File: src/rtl/icache_line_responder_if.sv
// Prefetch/icache request-ack bundle plus the instruction memory read port.
// master = prefetch stage and memory side, slave = icache_line_responder.
interface icache_line_responder_if #(
  parameter int unsigned XLEN = 32
);
  logic            icache_req_i;
  logic [XLEN-1:0] icache_addr_i;
  logic            icache_kill_i;
  logic            icache_flush_i;
  logic            icache_ack_o;
  logic [XLEN-1:0] icache_rdata_o;
  logic            mem_req_o;
  logic [XLEN-1:0] mem_addr_o;
  logic            mem_ack_i;
  logic [XLEN-1:0] mem_rdata_i;
  logic            ready_o;

  modport master (
    output icache_req_i, icache_addr_i, icache_kill_i, icache_flush_i,
    output mem_ack_i, mem_rdata_i,
    input  icache_ack_o, icache_rdata_o, mem_req_o, mem_addr_o, ready_o
  );

  modport slave (
    input  icache_req_i, icache_addr_i, icache_kill_i, icache_flush_i,
    input  mem_ack_i, mem_rdata_i,
    output icache_ack_o, icache_rdata_o, mem_req_o, mem_addr_o, ready_o
  );
endinterface

File: src/rtl/icache_line_responder.sv
// Direct-mapped instruction line store answering prefetch requests.
// Hits ack one cycle after sampling; misses fill a whole line from word 0
// over the memory bus, then ack the requested word.
module icache_line_responder #(
  parameter int unsigned XLEN       = 32,
  parameter int unsigned NUM_LINES  = 8,
  parameter int unsigned LINE_WORDS = 4
) (
  input logic                    clk,
  input logic                    rst_n,
  icache_line_responder_if.slave bus
);
  localparam int unsigned WB   = $clog2(LINE_WORDS);
  localparam int unsigned IDX  = $clog2(NUM_LINES);
  localparam int unsigned OFF  = WB + 2;
  localparam int unsigned TAGW = XLEN - OFF - IDX;
  localparam logic [XLEN-1:0] NOP  = XLEN'(32'h0000_0013);
  localparam logic [WB-1:0]   LAST = WB'(LINE_WORDS - 1);

  typedef enum logic [1:0] {
    S_IDLE = 2'd0,
    S_FILL = 2'd1,
    S_RESP = 2'd2
  } state_t;

  state_t           state;
  logic [NUM_LINES-1:0] valid_q;
  logic [TAGW-1:0]  tag_q  [NUM_LINES];
  logic [XLEN-1:0]  data_q [NUM_LINES*LINE_WORDS];

  logic [TAGW-1:0]  fill_tag;
  logic [IDX-1:0]   fill_idx;
  logic [WB-1:0]    fill_word;
  logic [WB-1:0]    cnt;
  logic             kill_seen;
  logic             flush_pend;
  logic             ack_q;
  logic [XLEN-1:0]  rdata_q;
  logic             mem_req_q;
  logic [XLEN-1:0]  mem_addr_q;

  logic [TAGW-1:0]  req_tag;
  logic [IDX-1:0]   req_idx;
  logic [WB-1:0]    req_word;
  logic [WB-1:0]    cnt_nxt;
  logic             sample;
  logic             hit;
  logic             fill_last;

  // Address decode and hit detection for the request presented this cycle.
  always_comb begin
    req_word  = bus.icache_addr_i[OFF-1:2];
    req_idx   = bus.icache_addr_i[OFF+IDX-1:OFF];
    req_tag   = bus.icache_addr_i[XLEN-1:OFF+IDX];
    cnt_nxt   = cnt + 1'b1;
    sample    = (state == S_IDLE) && bus.icache_req_i && !bus.icache_kill_i;
    // A flush in the same cycle forces the sampled request down the miss path.
    hit       = sample && !bus.icache_flush_i && valid_q[req_idx] &&
                (tag_q[req_idx] == req_tag);
    fill_last = (state == S_FILL) && bus.mem_ack_i && (cnt == LAST);
  end

  // Line data and tags: written only by fill beats, so no reset is needed.
  always_ff @(posedge clk) begin
    if (state == S_FILL && bus.mem_ack_i)
      data_q[{fill_idx, cnt}] <= bus.mem_rdata_i;
    if (fill_last)
      tag_q[fill_idx] <= fill_tag;
  end

  // Control FSM with registered ack/rdata and memory request outputs.
  always_ff @(posedge clk or negedge rst_n) begin
    if (!rst_n) begin
      state      <= S_IDLE;
      valid_q    <= '0;
      fill_tag   <= '0;
      fill_idx   <= '0;
      fill_word  <= '0;
      cnt        <= '0;
      kill_seen  <= 1'b0;
      flush_pend <= 1'b0;
      ack_q      <= 1'b0;
      rdata_q    <= NOP;
      mem_req_q  <= 1'b0;
      mem_addr_q <= '0;
    end else begin
      ack_q   <= 1'b0;
      rdata_q <= NOP;
      unique case (state)
        S_IDLE: begin
          if (bus.icache_flush_i)
            valid_q <= '0;
          if (sample) begin
            if (hit) begin
              ack_q   <= 1'b1;
              rdata_q <= data_q[{req_idx, req_word}];
            end else begin
              fill_tag   <= req_tag;
              fill_idx   <= req_idx;
              fill_word  <= req_word;
              cnt        <= '0;
              kill_seen  <= 1'b0;
              flush_pend <= 1'b0;
              mem_req_q  <= 1'b1;
              mem_addr_q <= {req_tag, req_idx, {WB{1'b0}}, 2'b00};
              state      <= S_FILL;
            end
          end
        end
        S_FILL: begin
          if (bus.icache_flush_i)
            flush_pend <= 1'b1;
          if (bus.icache_kill_i)
            kill_seen <= 1'b1;
          if (bus.mem_ack_i) begin
            cnt        <= cnt_nxt;
            mem_addr_q <= {fill_tag, fill_idx, cnt_nxt, 2'b00};
            if (cnt == LAST) begin
              mem_req_q         <= 1'b0;
              valid_q[fill_idx] <= 1'b1;
              if (kill_seen || bus.icache_kill_i) begin
                // Going straight to IDLE: a pending flush must still land
                // here, after (and overriding) the fresh valid bit.
                if (flush_pend || bus.icache_flush_i)
                  valid_q <= '0;
                flush_pend <= 1'b0;
                state      <= S_IDLE;
              end else begin
                state <= S_RESP;
              end
            end
          end
        end
        S_RESP: begin
          if (!bus.icache_kill_i) begin
            ack_q   <= 1'b1;
            rdata_q <= data_q[{fill_idx, fill_word}];
          end
          if (flush_pend || bus.icache_flush_i)
            valid_q <= '0;
          flush_pend <= 1'b0;
          state      <= S_IDLE;
        end
        default: state <= S_IDLE;
      endcase
    end
  end

  assign bus.icache_ack_o   = ack_q;
  assign bus.icache_rdata_o = rdata_q;
  assign bus.mem_req_o      = mem_req_q;
  assign bus.mem_addr_o     = mem_addr_q;
  assign bus.ready_o        = (state == S_IDLE);
endmodule

File: src/flat_wrapper.sv
// flat-port wrapper written by rule: the top's interface ports become plain ports
module icache_line_responder_flat 
#(
  parameter int unsigned XLEN       = 32,
  parameter int unsigned NUM_LINES  = 8,
  parameter int unsigned LINE_WORDS = 4
)
  (clk, rst_n, bus_icache_req_i, bus_icache_addr_i, bus_icache_kill_i, bus_icache_flush_i, bus_mem_ack_i, bus_mem_rdata_i, bus_icache_ack_o, bus_icache_rdata_o, bus_mem_req_o, bus_mem_addr_o, bus_ready_o);
  icache_line_responder_if #(.XLEN(XLEN)) bus_i ();
  input logic clk;
  input logic rst_n;
  input wire logic [$bits(bus_i.icache_req_i)-1:0] bus_icache_req_i;
  input wire logic [$bits(bus_i.icache_addr_i)-1:0] bus_icache_addr_i;
  input wire logic [$bits(bus_i.icache_kill_i)-1:0] bus_icache_kill_i;
  input wire logic [$bits(bus_i.icache_flush_i)-1:0] bus_icache_flush_i;
  input wire logic [$bits(bus_i.mem_ack_i)-1:0] bus_mem_ack_i;
  input wire logic [$bits(bus_i.mem_rdata_i)-1:0] bus_mem_rdata_i;
  output wire logic [$bits(bus_i.icache_ack_o)-1:0] bus_icache_ack_o;
  output wire logic [$bits(bus_i.icache_rdata_o)-1:0] bus_icache_rdata_o;
  output wire logic [$bits(bus_i.mem_req_o)-1:0] bus_mem_req_o;
  output wire logic [$bits(bus_i.mem_addr_o)-1:0] bus_mem_addr_o;
  output wire logic [$bits(bus_i.ready_o)-1:0] bus_ready_o;
  assign bus_i.icache_req_i = bus_icache_req_i;
  assign bus_i.icache_addr_i = bus_icache_addr_i;
  assign bus_i.icache_kill_i = bus_icache_kill_i;
  assign bus_i.icache_flush_i = bus_icache_flush_i;
  assign bus_i.mem_ack_i = bus_mem_ack_i;
  assign bus_i.mem_rdata_i = bus_mem_rdata_i;
  assign bus_icache_ack_o = bus_i.icache_ack_o;
  assign bus_icache_rdata_o = bus_i.icache_rdata_o;
  assign bus_mem_req_o = bus_i.mem_req_o;
  assign bus_mem_addr_o = bus_i.mem_addr_o;
  assign bus_ready_o = bus_i.ready_o;
  icache_line_responder #(.XLEN(XLEN), .NUM_LINES(NUM_LINES), .LINE_WORDS(LINE_WORDS)) u_core (.clk(clk), .rst_n(rst_n), .bus(bus_i));
endmodule
File: config.mk
export PLATFORM = sky130hd
export DESIGN_NAME = icache_line_responder_flat
export DESIGN_NICKNAME = d
export VERILOG_FILES = /design/src/rtl/icache_line_responder_if.sv /design/src/rtl/icache_line_responder.sv /design/src/flat_wrapper.sv
export SDC_FILE = /design/constraint.sdc
export NUM_CORES = 1
export LEC_CHECK = 0
export ABC_CLOCK_PERIOD_IN_PS = 4500
export CAP_MARGIN = 20
export CELL_PAD_IN_SITES_DETAIL_PLACEMENT = 0
export CELL_PAD_IN_SITES_GLOBAL_PLACEMENT = 1
export CORE_MARGIN = 5
export CORE_UTILIZATION = 35
export DETAILED_ROUTE_END_ITERATION = 10
export PLACE_DENSITY_LB_ADDON = 0.1
export SLEW_MARGIN = 5
export SYNTH_ARGS = -nofsm -noshare
export SYNTH_HDL_FRONTEND = slang
export SYNTH_SLANG_ARGS = --single-unit
File: constraint.sdc
create_clock -name clk -period 4.5 [get_ports clk]
set_clock_uncertainty 0.05 [all_clocks]
set_input_delay 0.9 -clock clk [delete_from_list [all_inputs] [get_ports clk]]
set_output_delay 0.9 -clock clk [all_outputs]
set_load 0.02 [all_outputs]
; ---- Word-level counts from Yosys, hierarchy flattened
; Memories as Yosys holds them, arrays and structs flattened.
; Cells that the tools add are included.
; W data, S select, Z words.
[classes]
addsub = 1
order_cmp = 3
eq_ne = 11
mux = 51
bitwise = 2
n_reduce_logical = 22
[op_table]
columns = operator, n
row1 = $mux W32, 6
row2 = $pmux W32 S2, 2
row3 = $mux W8, 6
row4 = $eq A25 B25 Y1, 1
row5 = $pmux W8 S3, 1
row6 = $mux W1, 20
row7 = $mux W2, 8
row8 = $reduce_and A4 Y1, 3
row9 = $ne A2 B2 Y1 const B, 5
row10 = $reduce_and A5 Y1, 2
row11 = $logic_and A1 B1 Y1, 8
row12 = $lt A3 B4 Y1 const B, 2
row13 = $or A8 B8 Y8, 1
row14 = $pmux W2 S2, 2
row15 = $pmux W1 S2, 3
row16 = $reduce_and A3 Y1, 2
row17 = $eq A2 B2 Y1 const B, 2
row18 = $ne A2 B1 Y1 const B, 2
row19 = $bmux W1 S3, 1
row20 = $demux W1 S3, 1
row21 = $ge A3 B1 Y1 const B, 1
row22 = $pmux W1 S3, 1
row23 = $reduce_bool A3 Y1, 1
row24 = $add A2 B1 Y2 const B, 1
row25 = 6 further kinds, 8
[totals]
regBits = 110
ramBits = 1224
output_inout_bits = 67
word_cells = 104
mem_count = 2
[mem_list]
columns = memory, words, width, read_ports, rd_ports_with_merged_regs, write_ports, line_no
row1 = u_core.data_q, 32, 32, 2, 0, 1, icache_line_responder.sv:29  ; logic [XLEN-1:0] data_q [NUM_LINES*LINE_WORDS];
row2 = u_core.tag_q, 8, 25, 1, 0, 1, icache_line_responder.sv:28  ; logic [TAGW-1:0] tag_q [NUM_LINES];

; ---- Logic depth before layout (Yosys ltp)
; Gate-level depths: netlist of run 1.
[depth]
word_depth = 10
ltp_mapped = 14

; ---- Least setup slack after synthesis of run 1
; No wires, ideal clock.
[synth_path]
path_type = in2reg
startpoint = in bus_icache_addr_i[6]
endpoint = reg u_core.mem_addr_q[22] (netlist: u_core.bus.mem_addr_o[22])
setup_ps = 125
arrival_ps = 3517
required_ps = 4325
path_slack_ps = 808
path_stages = 13
cell_sequence = buf_4 -> buf_4 -> buf_2 -> mux4_2 -> mux2i_1 -> xor2_1 -> nand4_1 -> or4_1 -> buf_6 -> a21oi_4 -> buf_6 -> buf_12 -> mux2_4
[synth_via]
elab_chain_cells = 6
elab_cells_between_ends = 8
cone_classes = 2 x eq/ne / 2 x mux / 3 x reduce/logical / 1 x memory
[synth_lines]
columns = item, line_no
row1 = start: declaration, flat_wrapper.sv:13  ; input wire logic [$bits(bus_i.icache_addr_i)-1:0] bus_icache_addr_i;
row2 = "parallel branches: the longest is 3 deep, another holds $mem_v2 Z8 W25", n/a
row3 = $logic_and A1 B1 Y1 *, icache_line_responder.sv:58  ; hit = sample && !bus.icache_flush_i && valid_q[req_idx] &&
row4 = $ne A2 B2 Y1 (no line) *, n/a
row5 = $reduce_and A4 Y1 (no line) *, n/a
row6 = end signal: assignment, icache_line_responder.sv:105  ; mem_addr_q <= {req_tag, req_idx, {WB{1'b0}}, 2'b00};
row7 = end signal: assignment, icache_line_responder.sv:117  ; mem_addr_q <= {fill_tag, fill_idx, cnt_nxt, 2'b00};
row8 = end: declaration, icache_line_responder.sv:40  ; logic [XLEN-1:0] mem_addr_q;
; Mark *: on every way between the ends. The select of a mux whose other input is x is not followed.
; A chain may end at the register's enable or synchronous reset.

; ---- Final worst setup path of run 1
[layout_path]
startpoint = in bus_icache_addr_i[6]
endpoint = reg u_core.mem_addr_q[20] (netlist: u_core.bus.mem_addr_o[20])
; Same word-level chain as after synthesis.

==> implementation parameters, run 1 <==
Parameter                              Value

Critical path
  CP cell instances ... buf_6 > buf_4 > mux4_2 > nand2b_1 > nand2_1 > xnor2_1 > nand4_1 > or4_2 > a21oi_4 > buf_4 > mux2_2
  WP data required ... between 5000 and 6000 ps
  Worst Setup End Kind ... flop
  Count of buffer and inverter cells on the critical path ... 3
  Critical path arrival ... 4240 ps
  Critical Path Max Stage Delay ... 800 ps
  Path type of the worst setup path ... in -> reg
  Critical path launch point type ... input pin
  Most repeated library cell on the critical path ... buf_4
  Worst-path maximum fanout ... 30
  Crit path max-delay family ... simple AND/OR/NAND/NOR gates
  Critical Path Slowest Stage Cell ... or4_2

Route
  Number of vias per cell after detailed routing ... just under 6
  Remaining DRCs ... 0
  Wirelength per Cell ... 35.3 um
  Detailed Route Iter0 Violations ... between 3k and 4k
  Final wirelength ... 189000 um
  Number of vias after detailed routing ... 31.4k
  DR pass1 iterations ... 5
  Routed Antenna Nets ... 0

Clocking
  Hold Buf Count CTS ... 0
  Maximum root-to-sink buffer count ... 3
  Clock tree from TritonCTS ... yes
  Clock-pin slew reported for the worst setup and hold paths after clock tree synthesis ... 60 ps
  Count of instances resized after the clock tree is built ... 0
  Clk sinks ... roughly 1.3k
  Post-CTS Setup Bufs ... 0
  H-tree levels ... 4
  Worst skew pair latency ... 800 ps
  Number of buffers inserted during clock tree synthesis ... 149
  Clock tree root buffer cell ... clkbuf_16

STA
  Achievable Freq ... around 0.28 GHz
  Share of the clock period used by the worst path ... 0.805
  Post-layout min period ... 3620 ps
  Total count of hold-check failures in the final report ... 0
  Transition time at the pin with the least slew margin ... 1140 ps
  Number of max-slew violations in the final report ... 0
  Worst slew margin relative to its limit ... 0.241
  RSZ-0062 raised after global routing ... no
  Final Setup Violations ... 0
  Sum of negative setup slack ... 0 ps

Yosys
  Summed instance area of the synthesized netlist ... 58500 um2
  Gate Count Post-Synth ... 2765
  Netlist cell types ... 52
  Synth Register Bits ... 1330
  Most instantiated flip-flop cell in the synthesis netlist ... edfxtp_1
  Avg Synthesized Cell Area ... 21.2 um2
  Post-synthesis async set-or-reset flop share ... 0.0797
  YS warnings ... 0
  EDFF count, synth ... 1224
  Seq/Total Area, Yosys ... 0.673

Global route
  Number of antenna violations at the first check in global routing ... 11
  Overflow left after global routing ... 0
  Pin count of the biggest net entering global routing ... 93
  Via count of the first global-routing pass ... 33.3k
  First-pass GRT wire length ... 262000 um
  Global Route Usage Sum ... 0.215

Place
  Final GP Congestion ... 0.730
  Detail Placement HPWL ... 98800 um
  Port bufs ... 132
  Number of instances in the placed design ... 5061
  Standard cell area after detailed placement ... 64100 um2

Cells and area
  Ratio of cells with drive above 1 in the final layout ... 0.361
  Area Overhead vs Synth ... 17.7%
  Number of nets in the layout ... 3084
  Final instance area ... between 60000 and 70000 um2
  Cell Count, Final, Fillers Out ... 5346

Power and ir drop
  Leakage component of the power ... approximately 22 nW
  Switching part of the total ... 0.295
  Worst IR Drop VDD ... 0.538 mV
  Total internal power ... between 0.02 and 0.03 W
  Total chip power ... 0.0363 W
  PD cells ... 526 nW/um2
  Sequential share of power ... 0.421
  Combinational fraction of design power ... 0.251
  Switching component of the power ... approximately 0.011 W
  Clock power share ... 0.328

Floorplanning
  Number of placed I/O pins ... 137
  Count of standard-cell rows ... 150
  Die Span X ... 419 um
  Chip height ... 419 um
  Starting Density ... 0.351
  Core region area ... 167000 um2
  DIE AREA ... roughly 180000 um2

Hold path
  Class of the worst hold path ... in -> async

Status
  Run status ... finished clean

Run
  Reported max-cap violation count ... 0
## registers in the layout (all words and copies together) (netlist names), 2 cells and up
register	count
u_core.fill_tag	25
u_core.data_q	1024
u_core.valid_q	8
u_core.tag_q	200
u_core.fill_idx	3
u_core.state	2
u_core.bus.mem_addr_o	29
u_core.bus.icache_rdata_o	32
u_core.fill_word	2
## cell usage after synthesis, types with 2 or more instances
library cell  count  area, um2
buf_2             7       35.0
nand2b_1          4       25.0
a211oi_1          2       15.0
buf_1            53        199
nor2b_1          11       68.8
a21oi_1          24        120
a22o_1            7       61.3
mux2_4            9        135
a221oi_1          3       26.3
xor2_1            3       26.3
nand3_1           8       40.0
ha_1              4       50.1
nor2_1           61        229
xnor2_1          12        105
a21o_1            3       22.5
o22a_1            4       35.0
nand4_1          35        219
dfrtp_1         103       2580
dfstp_2           3       78.8
o21ai_0          33        165
mux2i_1          98        981
mux2_2           79        890
inv_1             5       18.8
clkbuf_1        127        477
buf_4            12       90.1
a22oi_1         139       1040
nor3_1            5       25.0
nand2_1          50        188
and3_1            5       31.3
edfxtp_1       1224      36800
buf_6             6       67.6
mux4_2          601      13500
and2_1            6       37.5
## through the flow
step / util / hold slack (ps) / worst slack, ps
floorplan: - / 402 / 808
global placement: 0.385 / 427 / 69.6
detailed placement: 0.385 / 434 / 59.7
CTS: 0.413 / 133 / 923
global route: 0.414 / 147 / 770
finish: 0.414 / 149 / 876
## kinds of logic after synthesis
family | synth area share
flip-flops | 0.673
buffers and inverters | 0.0158
adder cells (fa/ha/maj) | 0.000855
multiplexers | 0.265
other | 0.0000641
XOR/XNOR | 0.00224
AO/OA/AOI/OAI | 0.0264
AND/OR/NAND/NOR | 0.0161
## power by group through the flow
stage | Clock, W | Sequential, W | Combinational (W)
6_report | 0.0119 | 0.0153 | 0.00911
5_1_grt | 0.0127 | 0.0154 | 0.00966
4_1_cts | 0.0122 | 0.0153 | 0.00925
3_5_place_dp | 0 | 0.0155 | 0.00923
3_3_place_gp | 0 | 0.0154 | 0.00919
2_1_floorplan | 0 | 0.0153 | 0.00574
## worst register-to-register path: stages, from the launching register on
cell	delay [ps]
edfxtp_1	370
mux4_2	470
mux2i_1	170
xnor2_1	120
nor3_1	210
nand4_1	240
or4_2	840
a21oi_4	240
buf_4	250
mux2_2	360
## worst paths after layout
kind	from	to	slack, ps	depth (start not counted)
max	bus_icache_addr_i[6]	u_core.bus.mem_addr_o[20]	880	11
min	rst_n	u_core.fill_tag[4]	150	1
max reg2reg	u_core.tag_q[4][6]	u_core.bus.mem_addr_o[20]	1080	9
min reg2reg	u_core.valid_q[5]	u_core.valid_q[5]	440	2
max in group asynchronous	rst_n	u_core.bus.icache_rdata_o[21]	3310	2
min in group clk	u_core.valid_q[5]	u_core.valid_q[5]	440	2
## metal layers
metal | GRT usage | up-vias | share of wire
li1 | - | 12500 | -
met1 | 0.290 | 17300 | 0.42
met2 | 0.358 | 1332 | 0.49
met3 | 0.0427 | 252 | 0.069
met4 | 0.0618 | 2 | 0.027
met5 | 0 | - | 0.000064
## final cells by class
| type | count | area, um2 |
|---|---|---|
| flip-flops and latches | 1330 | 39400 |
| multi-input cells | 1224 | 18600 |
| clock inverters | 76 | 703 |
| diodes | 6 | 15.0 |
| clock buffers | 201 | 4080 |
| fillers | 14500 | 97700 |
| inverters | 5 | 18.8 |
| repair buffers | 300 | 3380 |
| well taps | 2204 | 2760 |
## placed cells by master (no fill, tap or decap), types with 24 or more instances in the layout
master,n
buf_12,60
clkinv_1,31
dfrtp_1,101
o21ai_0,33
a22oi_1,139
edfxtp_1,1224
buf_4,106
clkbuf_16,152
mux2i_1,98
a21oi_1,24
mux4_2,601
clkdlybuf4s50_1,126
nor2_4,41
clkbuf_1,39
nand4_1,35
nand2_1,50
mux2_2,79
No activity file was read; power rests on OpenSTA's default activity.
==> inputs of run 2 (changes only) <==
--- a/config.mk
+++ b/config.mk
@@ -5,7 +5,7 @@
 export SDC_FILE = /design/constraint.sdc
 export NUM_CORES = 1
 export LEC_CHECK = 0
-export ABC_CLOCK_PERIOD_IN_PS = 4500
+export ABC_CLOCK_PERIOD_IN_PS = 3780
 export CAP_MARGIN = 20
 export CELL_PAD_IN_SITES_DETAIL_PLACEMENT = 0
 export CELL_PAD_IN_SITES_GLOBAL_PLACEMENT = 1
==> constraint.sdc (replaced) <==
create_clock -name clk -period 3.78 [get_ports clk]
set_clock_uncertainty 0.05 [all_clocks]
set_input_delay 0.756 -clock clk [delete_from_list [all_inputs] [get_ports clk]]
set_output_delay 0.756 -clock clk [all_outputs]
set_load 0.02 [all_outputs]
==> run 2 against run 1 <==
Effect of this change: die area unchanged; core utilization increased by 0.47 points; final cell count increased by 0.60%; non-clock buffer count increased by 36; sequential power increased by 20%; critical path type unchanged; critical endpoint is now u_core.bus.mem_addr_o[13]; largest cell class unchanged; largest power group unchanged; highest routed layer unchanged.
==> implementation parameters, run 2 (same netlist as run 1, synthesis figures left out) <==
Parameter                              Value

Cells and area
  Final instance area ... 69700 um2
  Area Overhead vs Synth ... 19.1%
  Ratio of cells with drive above 1 in the final layout ... 0.368
  Commonest non-fill, non-tap cells in the layout ... edfxtp_1, mux4_2, clkbuf_16
  Number of flip-flops under the largest register name ... 1024
  Number of nets in the layout ... 3122
  Most frequent standard cell in the layout excluding fill and tap cells ... edfxtp_1
  Register ranked first by flip-flop count ... u_core.data_q
  Core Util, Final ... 0.418

Route
  Number of vias per cell after detailed routing ... 5.80
  Detailed Route Iter0 Violations ... 3039
  Remaining DRCs ... 0
  Wirelength per Cell ... 34.9 um
  Number of vias after detailed routing ... 31.2k
  DR pass1 iterations ... 5
  Final wirelength ... roughly 190000 um
  Routed Antenna Nets ... 0

Status
  Run status ... finished clean

STA
  Share of the clock period used by the worst path ... 0.939
  Worst slew margin relative to its limit ... 0.245
  Final Setup Violations ... 0
  Transition time at the pin with the least slew margin ... 1130 ps
  RSZ-0062 raised after global routing ... no
  Final hold slack ... 448 ps
  Post-layout min period ... 3550 ps
  Achievable Freq ... 0.282 GHz
  Number of max-slew violations in the final report ... 0
  Total count of hold-check failures in the final report ... 0

Place
  Detail Placement HPWL ... about 100000 um
  Final GP Congestion ... 0.746
  Port bufs ... roughly 130
  Standard cell area after detailed placement ... 64700 um2

Critical path
  Path type of the worst setup path ... in -> reg
  Critical path arrival ... 4140 ps
  WP data required ... around 4400 ps
  Worst-path maximum fanout ... 26
  Worst Setup End Kind ... flop
  Critical path launch point type ... input pin

Clocking
  Clock-pin slew reported for the worst setup and hold paths after clock tree synthesis ... 60 ps
  Clock tree from TritonCTS ... yes
  Worst skew pair latency ... 780 ps
  Clk sinks ... between 1k and 1.5k
  Clock tree root buffer cell ... clkbuf_16
  H-tree levels ... 4
  Post-CTS Setup Bufs ... 0
  Count of instances resized after the clock tree is built ... 0
  Number of buffers inserted during clock tree synthesis ... between 150 and 200
  Maximum root-to-sink buffer count ... 3

Power and ir drop
  Worst IR Drop VDD ... about 0.48 mV
  Leakage component of the power ... around 22 nW
  PD cells ... about 630 nW/um2

Floorplanning
  Starting Density ... 0.351
  DIE AREA ... 176000 um2
  Core region area ... ~170000 um2
  Die Span X ... 419 um
  Number of placed I/O pins ... 137
  Count of standard-cell rows ... 150
  Chip height ... 419 um

Hold path
  Class of the worst hold path ... reg -> reg

Global route
  Number of antenna violations at the first check in global routing ... 10
  Overflow left after global routing ... 0
  First-pass GRT wire length ... between 200000 and 300000 um
  Global Route Usage Sum ... 0.214
  Via count of the first global-routing pass ... 33.6k
  Pin count of the biggest net entering global routing ... 61

Run
  Reported max-cap violation count ... 0
[run 2: cell types whose count changed in the layout (fill, tap and decap cells not counted), moves of 2 or more]
cell,delta
clkbuf_8,+8
clkinv_2,-13
clkbuf_16,+5
clkinv_16,-2
clkinvlp_4,+4
buf_8,+3
buf_4,+3
clkbuf_1,+7
buf_12,+28
clkinv_8,-5
diode_2,-3
clkinv_1,-9
[run 2: worst max-delay path, stage by stage]
cell and delay [ps]:
clkdlybuf4s50_1 500, nor4b_2 300, buf_4 160, nand4b_1 110
nor4b_1 360, buf_4 170, nand4_1 140, or4_2 770
a21oi_4 230, buf_12 240, mux2_2 360
[run 2: final cells by class]
type	instances	area, um2
Clock buffer	222	4360
Sequential cell	1330	39400
Multi-Input combinational cell	1224	18600
Inverter	5	18.8
Clock inverter	54	554
Timing Repair Buffer	336	4030
Tap cell	2204	2760
Fill cell	14400	96900
Antenna cell	3	7.51
[run 2: worst paths after layout]
kind | from | endpoint | slack, ps | depth (start not counted)
min | u_core.valid_q[4] | u_core.valid_q[4] | 450 | 2
min in group asynchronous | rst_n | u_core.bus.mem_addr_o[20] | 490 | 2
max in group asynchronous | rst_n | u_core.fill_word[0] | 2140 | 3
max | bus_icache_kill_i | u_core.bus.mem_addr_o[13] | 230 | 11
min reg2reg | u_core.valid_q[4] | u_core.valid_q[4] | 450 | 2
max reg2reg | u_core.tag_q[6][0] | u_core.bus.mem_addr_o[13] | 390 | 9
[run 2: timing repair]
item / in CTS / in global routing
hold buffers: 1 / 0
hold endpoints to repair: 31 / 0
endpoints found under the setup margin: 0 / 0
[run 2: per-stage QoR]
step / TNS (ps) / setup WS (ps) / instances / total power, W
after detailed placement: -46100 / -596 / 5092 / 0.0296
final: 0 / 232 / 5378 / 0.0438
after global routing: 0 / 98.7 / 5376 / 0.0456
after global placement: -50320 / -640 / 5092 / 0.0295
after floorplan: 0 / 232 / 2766 / 0.0251
after CTS: 0 / 257 / 5369 / 0.0444
[run 2: report_power, final]
part           internal, W  switching, W  total [W]
Clock              0.00862       0.00595     0.0146
Sequential          0.0173      0.000952     0.0183
Combinational      0.00514       0.00580     0.0109
[run 2: routing by layer]
metal / wire length [um] / global-route usage / up-vias
met3: 10400 / 0.0341 / 266
li1: - / - / 12600
met4: 4890 / 0.0568 / 2
met2: 93000 / 0.361 / 1078
met1: 79300 / 0.290 / 17300
met5: 13 / 0 / -
